$ cat src/rtl/utils_pkg.sv
// Shared AXI4 types and constants for the Ethernet FIFO read master.
package utils_pkg;

    localparam int AXI_ADDR_WIDTH = 32;
    localparam int AXI_DATA_WIDTH = 32;
    localparam int AXI_ID_WIDTH   = 4;
    localparam int AXI_BYTES      = AXI_DATA_WIDTH / 8;
    localparam int AXI_SIZE       = $clog2(AXI_BYTES);
    localparam int AXI_4K         = 4096;

    localparam logic [1:0] AXI_BURST_INCR  = 2'b01;
    localparam logic [1:0] AXI_RESP_OKAY   = 2'b00;
    localparam logic [1:0] AXI_RESP_SLVERR = 2'b10;

    typedef logic [AXI_ADDR_WIDTH-1:0] axi_addr_t;
    typedef logic [AXI_DATA_WIDTH-1:0] axi_data_t;
    typedef logic [AXI_ID_WIDTH-1:0]   axi_id_t;

    typedef enum logic [1:0] {
        IDLE,
        ADDR,
        DATA
    } rd_master_st_t;

    typedef struct packed {
        axi_id_t                awid;
        axi_addr_t              awaddr;
        logic [7:0]             awlen;
        logic [2:0]             awsize;
        logic [1:0]             awburst;
        logic                   awlock;
        logic [3:0]             awcache;
        logic [2:0]             awprot;
        logic                   awvalid;
        axi_data_t              wdata;
        logic [AXI_BYTES-1:0]   wstrb;
        logic                   wlast;
        logic                   wvalid;
        logic                   bready;
        axi_id_t                arid;
        axi_addr_t              araddr;
        logic [7:0]             arlen;
        logic [2:0]             arsize;
        logic [1:0]             arburst;
        logic                   arlock;
        logic [3:0]             arcache;
        logic [2:0]             arprot;
        logic                   arvalid;
        logic                   rready;
    } s_axi_mosi_t;

    typedef struct packed {
        logic                   awready;
        logic                   wready;
        axi_id_t                bid;
        logic [1:0]             bresp;
        logic                   bvalid;
        logic                   arready;
        axi_id_t                rid;
        axi_data_t              rdata;
        logic [1:0]             rresp;
        logic                   rlast;
        logic                   rvalid;
    } s_axi_miso_t;

endpackage

$ cat src/rtl/eth_burst_calc.sv
// Beats for the next burst: min of remaining beats, MAX_BURST and the room left in the 4 KB page.
module eth_burst_calc
    import utils_pkg::*;
#(
    parameter int MAX_BURST = 16
) (
    input  logic [11:0] addr_lo,
    input  logic [15:0] rem,
    output logic [8:0]  blen
);

    logic [12:0] room_bytes;
    logic [12:0] room_beats;
    logic [15:0] cand;

    assign room_bytes = 13'(AXI_4K) - {1'b0, addr_lo};
    assign room_beats = room_bytes >> AXI_SIZE;

    always_comb begin
        cand = rem;
        if (cand > 16'(MAX_BURST)) cand = 16'(MAX_BURST);
        if (cand > 16'(room_beats)) cand = 16'(room_beats);
        blen = 9'(cand);
    end

endmodule

$ cat src/rtl/eth_fifo_rd_master.sv
// AXI4 read initiator: splits a (address, beats) command into 4 KB-safe INCR bursts, one outstanding.
module eth_fifo_rd_master
    import utils_pkg::*;
#(
    parameter int MAX_BURST = 16,
    parameter int AXI_ID    = 0
) (
    input  logic        clk,
    input  logic        rst,
    input  logic        cmd_valid_i,
    output logic        cmd_ready_o,
    input  axi_addr_t   cmd_addr_i,
    input  logic [15:0] cmd_beats_i,
    output s_axi_mosi_t axi_mosi_o,
    input  s_axi_miso_t axi_miso_i,
    output axi_data_t   data_o,
    output logic        data_valid_o,
    input  logic        data_ready_i,
    output logic        data_last_o,
    output logic        busy_o,
    output logic        err_o
);

    localparam axi_id_t ID_VAL = axi_id_t'(AXI_ID);

    rd_master_st_t state;
    axi_addr_t     addr;
    logic [15:0]   rem;
    logic [8:0]    beat_cnt;
    logic [8:0]    blen;
    logic          cmd_ready;
    logic          arvalid;
    logic          err;
    logic          cmd_hs;
    logic          ar_hs;
    logic          r_hs;
    logic          last_in_burst;
    logic          err_set;
    logic          unused_miso;

    eth_burst_calc #(.MAX_BURST(MAX_BURST)) u_burst_calc (
        .addr_lo (addr[11:0]),
        .rem     (rem),
        .blen    (blen)
    );

    assign cmd_hs        = cmd_valid_i & cmd_ready;
    assign ar_hs         = arvalid & axi_miso_i.arready;
    assign r_hs          = (state == DATA) & axi_miso_i.rvalid & data_ready_i;
    assign last_in_burst = (beat_cnt == 9'd1);

    // Protocol checks only flag; burst length is always taken from our own counter.
    assign err_set = (axi_miso_i.rvalid & (state != DATA))
                   | (r_hs & ((axi_miso_i.rresp != AXI_RESP_OKAY)
                            | (axi_miso_i.rid != ID_VAL)
                            | (axi_miso_i.rlast != last_in_burst)));

    always_comb begin
        axi_mosi_o         = '0;
        axi_mosi_o.arid    = ID_VAL;
        axi_mosi_o.araddr  = addr;
        axi_mosi_o.arlen   = 8'(blen - 9'd1);
        axi_mosi_o.arsize  = 3'(AXI_SIZE);
        axi_mosi_o.arburst = AXI_BURST_INCR;
        axi_mosi_o.arvalid = arvalid;
        axi_mosi_o.rready  = (state == DATA) & data_ready_i;
    end

    assign cmd_ready_o  = cmd_ready;
    assign data_o       = axi_miso_i.rdata;
    assign data_valid_o = (state == DATA) & axi_miso_i.rvalid;
    assign data_last_o  = data_valid_o & last_in_burst & (rem == 16'd0);
    assign busy_o       = (state != IDLE);
    assign err_o        = err;

    assign unused_miso = ^{axi_miso_i.awready, axi_miso_i.wready, axi_miso_i.bid,
                           axi_miso_i.bresp, axi_miso_i.bvalid};

    always_ff @(posedge clk) begin
        if (rst) begin
            state     <= IDLE;
            cmd_ready <= 1'b0;
            arvalid   <= 1'b0;
            err       <= 1'b0;
            addr      <= '0;
            rem       <= '0;
            beat_cnt  <= '0;
        end else begin
            case (state)
                IDLE: begin
                    cmd_ready <= 1'b1;
                    if (cmd_hs) begin
                        addr <= cmd_addr_i;
                        rem  <= cmd_beats_i;
                        err  <= 1'b0;
                        if (cmd_beats_i != 16'd0) begin
                            state     <= ADDR;
                            arvalid   <= 1'b1;
                            cmd_ready <= 1'b0;
                        end
                    end
                end
                ADDR: begin
                    if (ar_hs) begin
                        arvalid  <= 1'b0;
                        state    <= DATA;
                        beat_cnt <= blen;
                        addr     <= addr + (axi_addr_t'(blen) << AXI_SIZE);
                        rem      <= rem - 16'(blen);
                    end
                end
                DATA: begin
                    if (r_hs) begin
                        beat_cnt <= beat_cnt - 9'd1;
                        if (last_in_burst) begin
                            if (rem != 16'd0) begin
                                state   <= ADDR;
                                arvalid <= 1'b1;
                            end else begin
                                state     <= IDLE;
                                cmd_ready <= 1'b1;
                            end
                        end
                    end
                end
                default: state <= IDLE;
            endcase
            if (err_set) err <= 1'b1;
        end
    end

endmodule

$ cat config.mk
export PLATFORM = sky130hd
export DESIGN_NAME = eth_fifo_rd_master
export DESIGN_NICKNAME = d
export VERILOG_FILES = /design/src/rtl/utils_pkg.sv /design/src/rtl/eth_burst_calc.sv /design/src/rtl/eth_fifo_rd_master.sv
export SDC_FILE = /design/constraint.sdc
export NUM_CORES = 1
export LEC_CHECK = 0
export BUFFER_PORTS_ARGS = -buffer_cell sky130_fd_sc_hd__buf_2
export CAP_MARGIN = 20
export CORE_AREA = 2 2 114 116
export CTS_CLUSTER_SIZE = 8
export DETAILED_ROUTE_END_ITERATION = 16
export DIE_AREA = 0 0 116 118
export PLACE_DENSITY = 0.84
export REMOVE_ABC_BUFFERS = 1
export SLEW_MARGIN = 10
export SYNTH_ARGS = -nofsm -noshare
export SYNTH_HDL_FRONTEND = slang
export SYNTH_HIERARCHICAL = 1
export SYNTH_SLANG_ARGS = --single-unit
$ cat constraint.sdc
create_clock -name clk -period 11.4 [get_ports clk]
set_input_delay 0.57 -clock clk [delete_from_list [all_inputs] [get_ports clk]]
set_output_delay 0.57 -clock clk [all_outputs]
set_load 0.05 [all_outputs]
==> flow_summary.yaml <==
hold_path:
  hp-class: "in2reg"
global_routing:
  antenna_found_initial: 1
  groute.usage.overall: 0.2659
  grt_pass1_vias: 5425
  overflow: 0
  grt_pass1_wl_microns: 28540
  grt_max_degree: 65
cts:
  path_clk_slew_ns: 0.06
  cts_hold_buf: 0
  cts-root-buf: "clkbuf_16"
  clk-insertion-delay-late_ns: 0.34
  cts.sinks: 62
  cts_resized: 0
  htree_levels: 3
  cts_tree: "done"
  cts_setup_buffers: 0
  cts_buffers: 9
  clockBufferDepth: 2
logic_synthesis:
  yosysSeqAreaShare: 0.2028
  yosys_most_used_dff: "dfxtp_1"
  synth_compound_gate_area_share: 0.2220
  synth-adder-area-share: 0.07197
  muxShareOfSynthArea: 0.01390
  synth.area.top_cells: "dfxtp_1 20%, buf_4 18%, ha_1 6.5%"
  synth_top_area_frac: 0.2028
  synth_common_cells: "147 x buf_4, 78 x nand2_1, 69 x nor2_1"
  synth_top_cell_by_area: "dfxtp_1"
  async_reset_ff_frac: 0
  avgSynthCellArea_sq_um: 7.355
  synthCells: 832
  post-synth-top-count-cell: "buf_4"
  synthSimpleGateAreaFrac: 0.2427
  synth_cell_types: 69
  ys_ff_latch: 62
  synth_top_family_by_area: "simple AND/OR/NAND/NOR gates"
  ys_warn_count: 6
  synth-edff-count: 0
  syn_area_sq_mm: 0.006120
  synth-xor-area-share: 0.02576
route:
  drc_errors: 0
  drt-total-wl_microns: 18810
  drt_first_pass_iters: 6
  via_per_inst: 5.755
  wl_per_cell_microns: 17.59
  drt_iter0_drc: 609
  drtAntennaViolNets: 0
  vias: 6152
sta:
  period_share: 0.5172
  period_needed_ns: 5.896
  clock_skew_ns: 0.007026
  hold_viol: 0
  rsz0062_at_grt: "no"
  fin_setup_tns_ns: 0
  setup_viol: 0
  worst_pin_slew_ns: 0.8718
  relSlewSlack: 0.4022
  max_freq_ghz: 0.1696
  drv_slew: 0
final_layout:
  area_delta_synth_final_pct: 5.929
  n_fill_cell: 1191
  fin_nets: 1027
  final_util: 0.5222
  post_route_cells_drive_above_1_share: 0.1674
die:
  dieArea_sq_mm: 0.01369
  die_y_microns: 118
  fp.dieW_microns: 116
  start_util: 0.4929
  rows: 41
  core_region_area_sq_mm: 0.01241
  io_pins: 295
pwr:
  leakage_nw: 2.855
  pwr_density_cell_mw_per_mm2: 193.5
  irDropWorstVdd_uv: 86.18
critical_path:
  crit_required_ns: 11.59
  cp_max_fo: 9
  crit_type: "reg2reg"
  arrival_ns: 6.08
  startpoint_type: "flop"
  cp-end-kind: "flop"
placement:
  gp_congestion: 0.9269
  portBuffers: 107
  hpwl_microns: 13810
run_status:
  outcome: "complete, no violations"
job:
  cap_viol_max_count: 0
==> per-layer routing <==
layer,part of all wire,global-route usage
met1,0.37,0.3146
met2,0.43,0.3995
met5,0.0036,0.04314
met4,0.031,0.1034
met3,0.16,0.1401
==> where the power goes <==
part	leakage, nW	internal (mW)	switching (mW)
sequential	0.506	0.233	0.0240
combinational	2.17	0.196	0.477
clock	0.175	0.221	0.103
total	2.85	0.651	0.604
==> worst paths after layout <==
check	startpoint	to	slack, ns	cells after the start
hold reg to reg	rem[0]$_SDFFE_PP0P_	rem[0]$_SDFFE_PP0P_	0.50	2
setup / recovery	addr[3]$_SDFFE_PP0P_	addr[25]$_SDFFE_PP0P_	5.50	16
setup reg to reg	addr[3]$_SDFFE_PP0P_	addr[25]$_SDFFE_PP0P_	5.50	16
hold / removal	cmd_addr_i[0]	addr[0]$_SDFFE_PP0P_	0.48	3
==> cell families after synthesis <==
logic type               count (synthesis)
AND/OR/NAND/NOR                        295
buffers and inverters                  209
AO/OA/AOI/OAI                          203
flip-flops                              62
adder cells (fa/ha/maj)                 34
XOR/XNOR                                18
multiplexers                             8
other                                    3
==> stage by stage <==
stage	worst slack (ns)	hold slack (ns)	power, mW	instances	instance area (sq um)
2_1_floorplan	6.041	0.4608	0.7799	766	5316
3_3_place_gp	5.724	0.4882	0.9104	1052	6126
3_5_place_dp	5.609	0.4973	0.9208	1052	6126
6_report	5.504	0.4834	1.255	1069	6482
4_1_cts	5.597	0.4781	1.247	1068	6480
5_1_grt	5.106	0.4980	1.321	1068	6480
==> layout make-up <==
type | count | area (sq um) | share of cell area
well taps | 172 | 215.2 | 0.03320
flip-flops and latches | 62 | 1241 | 0.1915
diodes | 1 | 2.502 | 0.0003860
clock inverters | 2 | 60.06 | 0.009265
multi-input cells | 678 | 3984 | 0.6146
repair buffers | 114 | 588.1 | 0.09072
inverters | 26 | 97.59 | 0.01506
clock buffers | 14 | 294.0 | 0.04536
==> placed cells by master, fill, tap and decap left out, types with 5 or more instances in the layout <==
master / synthesis / layout
o21a_1: 5 / 5
nand2b_1: 8 / 8
nand2_1: 78 / 78
clkbuf_16: 0 / 9
nand3_1: 25 / 25
or3_1: 11 / 11
o311ai_0: 5 / 5
o211ai_1: 6 / 6
nand4_1: 15 / 15
dfxtp_1: 62 / 62
nor3_1: 27 / 27
o21ai_0: 30 / 30
a22oi_1: 7 / 7
nor4_1: 18 / 18
buf_2: 3 / 107
a31oi_1: 17 / 17
nor2_1: 69 / 69
ha_1: 32 / 32
xnor2_1: 16 / 16
and2_1: 5 / 5
a21o_1: 6 / 6
a21oi_1: 53 / 52
conb_1: 3 / 120
nor2b_1: 7 / 6
o21bai_1: 5 / 5
inv_1: 26 / 26
clkbuf_8: 0 / 5
a311oi_1: 13 / 13
buf_4: 147 / 7
a211oi_1: 19 / 19
and3_1: 7 / 7
nand3b_1: 5 / 5
==> state kept, by name (all words and copies together) (netlist names) <==
| register | flops |
|---|---|
| addr | 32 |
| cmd_ready_o | 1 |
| rem | 16 |
| err_o | 1 |
| state | 2 |
| beat_cnt | 9 |
| arvalid | 1 |
==> worst max-delay path: stages (launching register included) <==
cell      delay, ns
dfxtp_1        0.37
or4_4          0.60
nand2b_4       0.18
or3_4          0.36
or3_4          0.34
ha_1           0.30
o21ai_0        0.08
nor2_1         0.07
o221ai_2       0.48
mux2i_1        0.81
ha_1           0.39
a211oi_1       0.33
nor2_1         0.15
a41oi_1        0.62
nor2_1         0.25
a222oi_1       0.32
a21oi_1        0.10
No activity file was read; power rests on OpenSTA's default activity.
